===== src/rtl/layer_sequencer.sv =====
// ----------------------------------------------------------------------------
// layer_sequencer
//   Controller for one fully-connected layer of numNeuron neurons that share a
//   weight/bias load bus and a broadcast input bus.
//
//   LOAD   : host words stream in; each neuron takes numWeight weights and then
//            one bias. Weights go out on weight_value/weight_valid, tagged by
//            cfg_neuron_num. Biases go out on bias_value with a one-hot
//            bias_valid strobe.
//   STREAM : numWeight inference inputs are broadcast on neuron_in.
//   WAIT   : waits until every neuron has pulsed outvalid once.
//   DRAIN  : captured results leave in neuron order on a valid/ready stream.
//
// Ports
//   clk, rst                 clock, asynchronous active-low reset
//   load_start, infer_start  single-cycle start pulses, honoured only in IDLE
//   ld_data/ld_valid/ld_ready        host weight/bias stream
//   in_data/in_valid/in_ready        inference input stream
//   cfg_layer_num, cfg_neuron_num    neuron configuration tags
//   weight_value/weight_valid        broadcast weight strobe
//   bias_value/bias_valid            broadcast bias, one-hot per neuron
//   neuron_in/neuron_in_valid        broadcast inference input
//   neuron_out/neuron_outvalid       per-neuron results (packed slices)
//   res_data/res_idx/res_valid/res_ready/res_last  result stream
//   loaded, busy, err                status
//
// Optional feature
//   LAYER_SEQ_WDOG_EN : a watchdog bounds the time spent in WAIT to WDOG_CYCLES.
//                       On expiry err is set (sticky) and the results are
//                       drained anyway. Neurons that never answered read as 0.
//                       When the macro is undefined err is tied to 0.
// ----------------------------------------------------------------------------
module layer_sequencer #(
    parameter int layerNo     = 1,
    parameter int numNeuron   = 40,
    parameter int numWeight   = 128,
    parameter int dataWidth   = 16,
    parameter int outWidth    = 8,
    parameter int WDOG_CYCLES = 1024,
    localparam int IDXW = (numNeuron > 1) ? $clog2(numNeuron) : 1,
    localparam int CFGW = 2*dataWidth+1
) (
    input  logic                          clk,
    input  logic                          rst,
    input  logic                          load_start,
    input  logic                          infer_start,
    input  logic [dataWidth-1:0]          ld_data,
    input  logic                          ld_valid,
    output logic                          ld_ready,
    input  logic [dataWidth-1:0]          in_data,
    input  logic                          in_valid,
    output logic                          in_ready,
    output logic [CFGW-1:0]               cfg_layer_num,
    output logic [CFGW-1:0]               cfg_neuron_num,
    output logic [dataWidth-1:0]          weight_value,
    output logic                          weight_valid,
    output logic [dataWidth-1:0]          bias_value,
    output logic [numNeuron-1:0]          bias_valid,
    output logic [dataWidth-1:0]          neuron_in,
    output logic                          neuron_in_valid,
    input  logic [numNeuron*outWidth-1:0] neuron_out,
    input  logic [numNeuron-1:0]          neuron_outvalid,
    output logic [outWidth-1:0]           res_data,
    output logic [IDXW-1:0]               res_idx,
    output logic                          res_valid,
    input  logic                          res_ready,
    output logic                          res_last,
    output logic                          loaded,
    output logic                          busy,
    output logic                          err
);

    typedef enum logic [2:0] {
        S_IDLE,
        S_LOAD,
        S_STREAM,
        S_WAIT,
        S_DRAIN
    } state_t;

    // w_cnt runs 0..numWeight: values below numWeight are weight slots and
    // numWeight itself is the bias slot of the current neuron.
    localparam int              WCW    = $clog2(numWeight+1);
    localparam logic [WCW-1:0]  W_BIAS = WCW'(numWeight);
    localparam logic [WCW-1:0]  I_LAST = WCW'(numWeight-1);
    localparam logic [IDXW-1:0] N_LAST = IDXW'(numNeuron-1);

    state_t                              state;
    logic [WCW-1:0]                      w_cnt;
    logic [WCW-1:0]                      i_cnt;
    logic [IDXW-1:0]                     n_cnt;

    logic [numNeuron-1:0]                cap_flag;
    logic [numNeuron-1:0][outWidth-1:0]  cap_mem;

    logic ld_fire, in_fire, res_fire;
    logic stream_go, cap_en, cap_clr, all_set;

    assign ld_ready  = (state == S_LOAD);
    assign in_ready  = (state == S_STREAM);
    assign busy      = (state != S_IDLE);
    assign ld_fire   = ld_valid & ld_ready;
    assign in_fire   = in_valid & in_ready;
    assign res_fire  = res_valid & res_ready;

    // load_start has priority over infer_start in IDLE
    assign stream_go = (state == S_IDLE) & ~load_start & infer_start & loaded;
    assign cap_en    = (state == S_STREAM) | (state == S_WAIT);
    // Flags clear on STREAM entry and again on the final input, so only
    // answers to the current inference count. A pulse in the clearing cycle
    // still wins (see the lane logic).
    assign cap_clr   = stream_go | (in_fire & (i_cnt == I_LAST));
    // Include pulses arriving this cycle so WAIT can leave without an extra cycle.
    assign all_set   = &(cap_flag | neuron_outvalid);

    assign cfg_layer_num = CFGW'(layerNo);
    assign res_data      = res_valid ? cap_mem[res_idx] : '0;

    // ---------------------------------------------------------------------
    // Per-neuron capture lanes
    // ---------------------------------------------------------------------
    for (genvar g = 0; g < numNeuron; g++) begin : g_lane
        logic                flag_q;
        logic [outWidth-1:0] mem_q;

        always_ff @(posedge clk or negedge rst) begin
            if (!rst) begin
                flag_q <= 1'b0;
                mem_q  <= '0;
            end else if (cap_en && neuron_outvalid[g]) begin
                flag_q <= 1'b1;
                mem_q  <= neuron_out[g*outWidth +: outWidth];
            end else if (cap_clr) begin
                flag_q <= 1'b0;
                mem_q  <= '0;
            end
        end

        assign cap_flag[g] = flag_q;
        assign cap_mem[g]  = mem_q;
    end

`ifdef LAYER_SEQ_WDOG_EN
    localparam int             WDW     = $clog2(WDOG_CYCLES+1);
    localparam logic [WDW-1:0] WD_LAST = WDW'(WDOG_CYCLES-1);
    logic [WDW-1:0] wdog_cnt;
`else
    assign err = 1'b0;
`endif

    // ---------------------------------------------------------------------
    // Sequencer FSM
    // ---------------------------------------------------------------------
    always_ff @(posedge clk or negedge rst) begin
        if (!rst) begin
            state           <= S_IDLE;
            w_cnt           <= '0;
            n_cnt           <= '0;
            i_cnt           <= '0;
            weight_value    <= '0;
            weight_valid    <= 1'b0;
            cfg_neuron_num  <= '0;
            bias_value      <= '0;
            bias_valid      <= '0;
            neuron_in       <= '0;
            neuron_in_valid <= 1'b0;
            res_valid       <= 1'b0;
            res_idx         <= '0;
            res_last        <= 1'b0;
            loaded          <= 1'b0;
`ifdef LAYER_SEQ_WDOG_EN
            wdog_cnt        <= '0;
            err             <= 1'b0;
`endif
        end else begin
            // strobes are single-cycle
            weight_valid    <= 1'b0;
            bias_valid      <= '0;
            neuron_in_valid <= 1'b0;

            case (state)
                S_IDLE: begin
                    if (load_start) begin
                        state <= S_LOAD;
                        w_cnt <= '0;
                        n_cnt <= '0;
                    end else if (stream_go) begin
                        state <= S_STREAM;
                        i_cnt <= '0;
                    end
                end

                S_LOAD: begin
                    if (ld_fire) begin
                        if (w_cnt != W_BIAS) begin
                            weight_value   <= ld_data;
                            weight_valid   <= 1'b1;
                            cfg_neuron_num <= CFGW'(n_cnt);
                            w_cnt          <= w_cnt + 1'b1;
                        end else begin
                            bias_value <= ld_data;
                            bias_valid <= numNeuron'(1) << n_cnt;
                            w_cnt      <= '0;
                            n_cnt      <= n_cnt + 1'b1;
                            if (n_cnt == N_LAST) begin
                                loaded <= 1'b1;
                                state  <= S_IDLE;
                            end
                        end
                    end
                end

                S_STREAM: begin
                    if (in_fire) begin
                        neuron_in       <= in_data;
                        neuron_in_valid <= 1'b1;
                        i_cnt           <= i_cnt + 1'b1;
                        if (i_cnt == I_LAST) begin
                            state <= S_WAIT;
`ifdef LAYER_SEQ_WDOG_EN
                            wdog_cnt <= '0;
`endif
                        end
                    end
                end

                S_WAIT: begin
                    if (all_set) begin
                        state     <= S_DRAIN;
                        res_valid <= 1'b1;
                        res_idx   <= '0;
                        res_last  <= (N_LAST == '0);
`ifdef LAYER_SEQ_WDOG_EN
                    end else if (wdog_cnt == WD_LAST) begin
                        // give up on the silent neurons; their slots stay 0
                        err       <= 1'b1;
                        state     <= S_DRAIN;
                        res_valid <= 1'b1;
                        res_idx   <= '0;
                        res_last  <= (N_LAST == '0);
                    end else begin
                        wdog_cnt <= wdog_cnt + 1'b1;
`endif
                    end
                end

                S_DRAIN: begin
                    if (res_fire) begin
                        if (res_last) begin
                            res_valid <= 1'b0;
                            res_last  <= 1'b0;
                            res_idx   <= '0;
                            state     <= S_IDLE;
                        end else begin
                            res_idx  <= res_idx + 1'b1;
                            res_last <= ((res_idx + 1'b1) == N_LAST);
                        end
                    end
                end

                default: state <= S_IDLE;
            endcase
        end
    end

endmodule

===== config.mk =====
export PLATFORM = sky130hd
export DESIGN_NAME = layer_sequencer
export DESIGN_NICKNAME = d
export VERILOG_FILES = /design/src/rtl/layer_sequencer.sv
export SDC_FILE = /design/constraint.sdc
export NUM_CORES = 1
export LEC_CHECK = 0
export CORE_MARGIN = 2
export CORE_UTILIZATION = 35
export DETAILED_ROUTE_END_ITERATION = 10
export PLACE_DENSITY_LB_ADDON = 0.05
export SYNTH_ARGS = -nofsm -noshare
export SYNTH_HDL_FRONTEND = slang
export SYNTH_SLANG_ARGS = --single-unit

===== constraint.sdc =====
create_clock -name clk -period 2.7 [get_ports clk]
set_input_delay 0.54 -clock clk [delete_from_list [all_inputs] [get_ports clk]]
set_output_delay 0.54 -clock clk [all_outputs]
set_load 0.02 [all_outputs]

Word-level counts from Yosys, hierarchy flattened
Index checks and enable logic that the tools add are counted.

operators by class
  shift operators = 1
  reductions and logical operators = 96
  add/subtract/negate cells = 4
  eq/ne operators = 20
  bitwise operators = 12
  order comparisons = 1
  muxes and demuxes = 128

operators by type and width
  cell                                                 number
  2-to-1 mux 8 bit                                     49
  2-to-1 mux 40 bit                                    3
  nonzero test 2 bit                                   43
  2-to-1 mux 1 bit                                     52
  binary-select mux 8 bit (select 6 bit)               1
  logical AND 1 bit                                    40
  bitwise OR 40 bit                                    1
  AND reduction 40 bit                                 1
  left shift 1 x 6 -> 40 bit, first input constant     1
  2-to-1 mux 6 bit                                     6
  one-hot mux 8 bit (2 select lines)                   2
  2-to-1 mux 3 bit                                     10
  one-hot mux 6 bit (2 select lines)                   2
  adder 8 x 1 -> 8 bit, second input constant          2
  AND reduction 4 bit                                  4
  one-hot mux 3 bit (5 select lines)                   1
  != test 2 bit, second input constant                 7
  adder 6 x 1 -> 6 bit, second input constant          2
  equality test 6 bit, second input constant           2
  AND reduction 3 bit                                  4
  AND reduction 9 bit                                  1
  equality test 8 x 7 -> 1 bit, second input constant  1
  != test 2 x 1 -> 1 bit, second input constant        4
  != test 8 bit, second input constant                 1
  12 further kinds                                     22

storage, ports and cells
  word-level logic and storage cells = 357
  input bits = 399
  output and inout port bits = 177
  bits in registers = 490

Depth between registers and ports, before layout
  word-level depth = 7
  mapped depth = 10
  gate-level depth less buffers = 8

Least setup slack after synthesis
OpenSTA, ideal clock, no wires.

  kind = register -> output
  from = register res_idx[0]
  to = output res_data[0]
  required time = 2.160 ns
  path buffers = 3
  stages on the path, launching flop included = 8
  arrival = 2.173 ns
  slack = -0.013 ns
  cell sequence = dfrtp_1 buf_6 buf_4 buf_4 mux4_2 and3_1 nor4_1 o221ai_1

between the ends
  longest elaborated chain between the ends = 3

ends and longest elaborated chain
  what                                    RTL line  source
  start: declaration                      64        output logic [IDXW-1:0] res_idx,
  start signal: assignment                255       res_idx <= res_idx + 1'b1;
  binary-select mux 8 bit (select 6 bit)  117       assign res_data = res_valid ? cap_mem[res_idx] : '0;
  2-to-1 mux 8 bit (implied by the code)  117
  2-to-1 mux 8 bit                        117
  end: declaration                        63        output logic [outWidth-1:0] res_data,

No other way between the ends. The select of a mux whose other input is x is not followed.

Worst setup path after layout
  from = register res_idx[0]
  to = output res_data[7]

Same word-level chain as after synthesis.

==> reports/metrics.yaml <==
syn-instance-count: 2399
dieArea_um2: 67200
p_leak_nw: 13.8
grt_max_degree: 110
cts_tree: "done"
synth-main-ff-cell: "dfrtp_1"
p_clk_frac: 0.249
wl_mm: 87.2
top_usage_layer: "met2"
dp_slack_ps: -672
fin_setup_tns_ps: -5780
register_area_um2: 12300
r2r-start: "state[2]"
async_reset_ff_frac: 1.00
switchingPower_mw: 11.0
core-area_um2: 64500
holdCritPathClass: "in2async"
finalMaxSlewViolations: 0
rsz0062_at_grt: "true"
final_cell_count_no_fill: 3865
post_drt_wl_per_cell_um: 22.6
fin_total_pwr_mw: 31.3
drive_above_1_share: 0.123
multiInputGateArea_um2: 9850
maxSlewHeadroom: 0.588
finalSetupViolations: 8
fmax_mhz: 285
ys_warn_count: 0
place_hpwl_mm: 66.7
insertion_delay_ps: 610
worstMarginPinSlew_ps: 618
clk_path_buf_depth: 3
io-pin-count: 576
drcViolationCount: 0
io_buffer_count: 514
ant_nets: 0
synth-edff-count: 0
critical_path_class: "reg2out"
yosysSeqAreaShare: 0.538
p_int_mw: 20.3
status: "complete, but fails checks"
syn2layout_area_growth_pct: 38.6
fin_skew_ps: 15.8
clock-sinks: 490
grt_pass1_vias: 20200
p_per_area_nw_per_um2: 991
cts.clk_slew.worst_paths_ps: 60
ys_types: 58
cp-startpoint: "res_idx[0]"
antenna_found_initial: 6
vias: 19700
cp_max_fo: 6
numCtsBuffers: 55
die-width_um: 259
via_per_inst: 5.09
dp_cells: 3742
cp-start-kind: "flop"
combinationalPowerShare: 0.356
gp_congestion: 0.913
synth_area_um2: 22800
drtIter0Drc: 1551
grt_pass1_wl_mm: 128
fin_nets: 3369
final_area_um2: 31600
grt_overflow: 0
peakVddDrop_mv: 0.525
postPlaceCellArea_um2: 29300
cp_data_arrival_time_ps: 2970
final_hold_viol_count: 0
grt_use_met2: 0.410
rows: 93
setup_slack_ps: -814
drv_cap: 0
cts_root_buf: "clkbuf_16"
gr-usage-met1: 0.345
layout_min_cycle_time_ps: 3510
worst_setup_path_end_kind: "output pin"
post-route-period-util: 1.30
die_h_um: 259
required_ps: 2160
sw_frac_of_total: 0.353
avgSynthCellArea_um2: 9.50
drtPass1Iterations: 5
power_frac_seq: 0.395
fill_cells: 6024
synth-seq-cells: 490
violations: "setup timing"
track_usage: 0.255
use_met3: 0.0416
start_util: 0.354
cts-htree-levels: 2
[stage by stage]
stage | util | hold slack, ps
finish | 0.490 | 450
global route | 0.490 | 458
CTS | 0.487 | 430
detailed placement | 0.454 | 462
global placement | 0.454 | 457
floorplan | - | 244
[final timing paths]
| check | endpoint | slack, ps | cells after the start |
|---|---|---|---|
| min | bias_valid[7] | 450 | 2 |
| min reg2reg | neuron_in[11] | 470 | 2 |
| max | res_data[7] | -810 | 6 |
| max reg2reg | g_lane[16].mem_q[4] | 310 | 8 |
| max in group asynchronous | bias_value[1] | 1280 | 3 |
| min in group clk | neuron_in[8] | 460 | 3 |
[power by group through the flow]
stage               logic (mW)  registers [mW]  clock network, mW
floorplan                 6.03            11.7                  0
global placement          10.3            12.5                  0
detailed placement        10.5            12.4                  0
CTS                       10.9            12.3               7.95
global route              12.2            12.6               8.22
finish                    11.1            12.4               7.79
[synthesized netlist by cell type (4+ instances only)]
library cell / number / area [um^2]
xnor2_1: 9 / 78.8
ha_1: 11 / 138
o31ai_1: 4 / 30.0
nor4_1: 10 / 62.6
clkbuf_1: 34 / 128
nor3_1: 6 / 30.0
mux4_2: 71 / 1600
buf_2: 47 / 235
mux2_2: 21 / 236
nand2b_1: 5 / 31.3
or3_1: 4 / 25.0
inv_1: 13 / 48.8
buf_6: 4 / 45.0
nand4_1: 6 / 37.5
nand2_1: 918 / 3450
dfrtp_1: 490 / 12300
o21ai_0: 342 / 1710
mux2i_1: 15 / 150
nor2_1: 66 / 248
nand3_1: 26 / 130
mux4_1: 9 / 236
xor2_1: 5 / 43.8
and2_1: 42 / 263
buf_4: 68 / 510
and3_1: 35 / 219
buf_1: 45 / 169
a211oi_1: 4 / 30.0
o221ai_1: 6 / 52.6
o22ai_1: 22 / 138
nor2b_1: 7 / 43.8
a21oi_1: 13 / 65.1
[cells in the final DEF (no fill, tap or decap), types with 4 or more instances in the layout]
cell | netlist | final
a21oi_1 | 13 | 6
clkinv_2 | 0 | 9
buf_12 | 1 | 21
nand3_1 | 26 | 25
dlygate4sd2_1 | 0 | 4
nor2_1 | 66 | 64
mux2_2 | 21 | 21
inv_1 | 13 | 13
nor2b_1 | 7 | 6
xor2_1 | 5 | 5
mux2i_1 | 15 | 12
xnor2_1 | 9 | 9
clkbuf_16 | 0 | 57
mux4_1 | 9 | 8
o21ai_0 | 342 | 340
a21oi_2 | 1 | 7
conb_1 | 2 | 61
o31ai_1 | 4 | 4
nor3_1 | 6 | 6
and3_4 | 0 | 6
o22ai_1 | 22 | 22
dfrtp_1 | 490 | 487
diode_2 | 0 | 6
and3_1 | 35 | 29
clkbuf_8 | 0 | 11
clkbuf_1 | 34 | 16
nor4_1 | 10 | 5
or3_1 | 4 | 4
nand2b_1 | 5 | 5
bufinv_16 | 0 | 6
nand4_1 | 6 | 6
mux4_2 | 71 | 72
clkdlybuf4s50_1 | 0 | 501
and2_1 | 42 | 42
buf_6 | 4 | 8
nand2_1 | 918 | 917
ha_1 | 11 | 11
buf_4 | 68 | 102
[repair_timing]
action / 4_1_cts / 5_1_grt
setup endpoints to repair: 12 / 8
hold buffers: 1 / 0
endpoints found under the hold margin: 43 / 0
setup buffers: 11 / 3
gates cloned: 2 / 1
pin swaps: 2 / 11
resized for setup: 67 / 33
[registers in the layout, summed over array words and instances, names as in the netlist]
register	flops
weight_value	16
loaded	1
cfg_neuron_num	6
res_valid	1
i_cnt	8
weight_valid	1
g_lane.flag_q	40
bias_value	16
res_idx	6
res_last	1
g_lane.mem_q	320
state	3
neuron_in_valid	1
neuron_in	16
n_cnt	6
w_cnt	8
bias_valid	40
[cells by family (layout without fill, tap and decap cells)]
| family | after synthesis | count (layout) | synth area share |
|---|---|---|---|
| mux | 116 | 116 | 0.0975 |
| flops | 490 | 490 | 0.538 |
| fa+ha+maj | 11 | 11 | 0.00604 |
| compound gates | 406 | 406 | 0.0944 |
| simple gates | 1144 | 1144 | 0.206 |
| xor+xnor | 14 | 14 | 0.00538 |
| buf+inv | 216 | 762 | 0.0519 |
| other cells | 2 | 67 | 0.000330 |
[critical path: stages (launching register included)]
cell       delay (ps)
dfrtp_4           490
buf_4             170
mux4_2            530
a211oi_4          310
a2111oi_4         110
or4_4             600
buf_6             160
[area by class of cell]
cell class	instances	share of cell area
inverter	16	0.00190
timing repair buffer	644	0.204
antenna	6	0.000475
sequential	490	0.388
clock inverter	19	0.00840
tap	855	0.0339
clock buffer	83	0.0511
multi-input combinational	1752	0.312
[per-layer routing]
layer / vias to the layer above / wire length [um]
li1: 9081 / -
met5: - / 27
met2: 695 / 41100
met3: 145 / 5090
met1: 9766 / 37300
met4: 4 / 3630
Note: power is estimated with default switching activity, not from simulation.
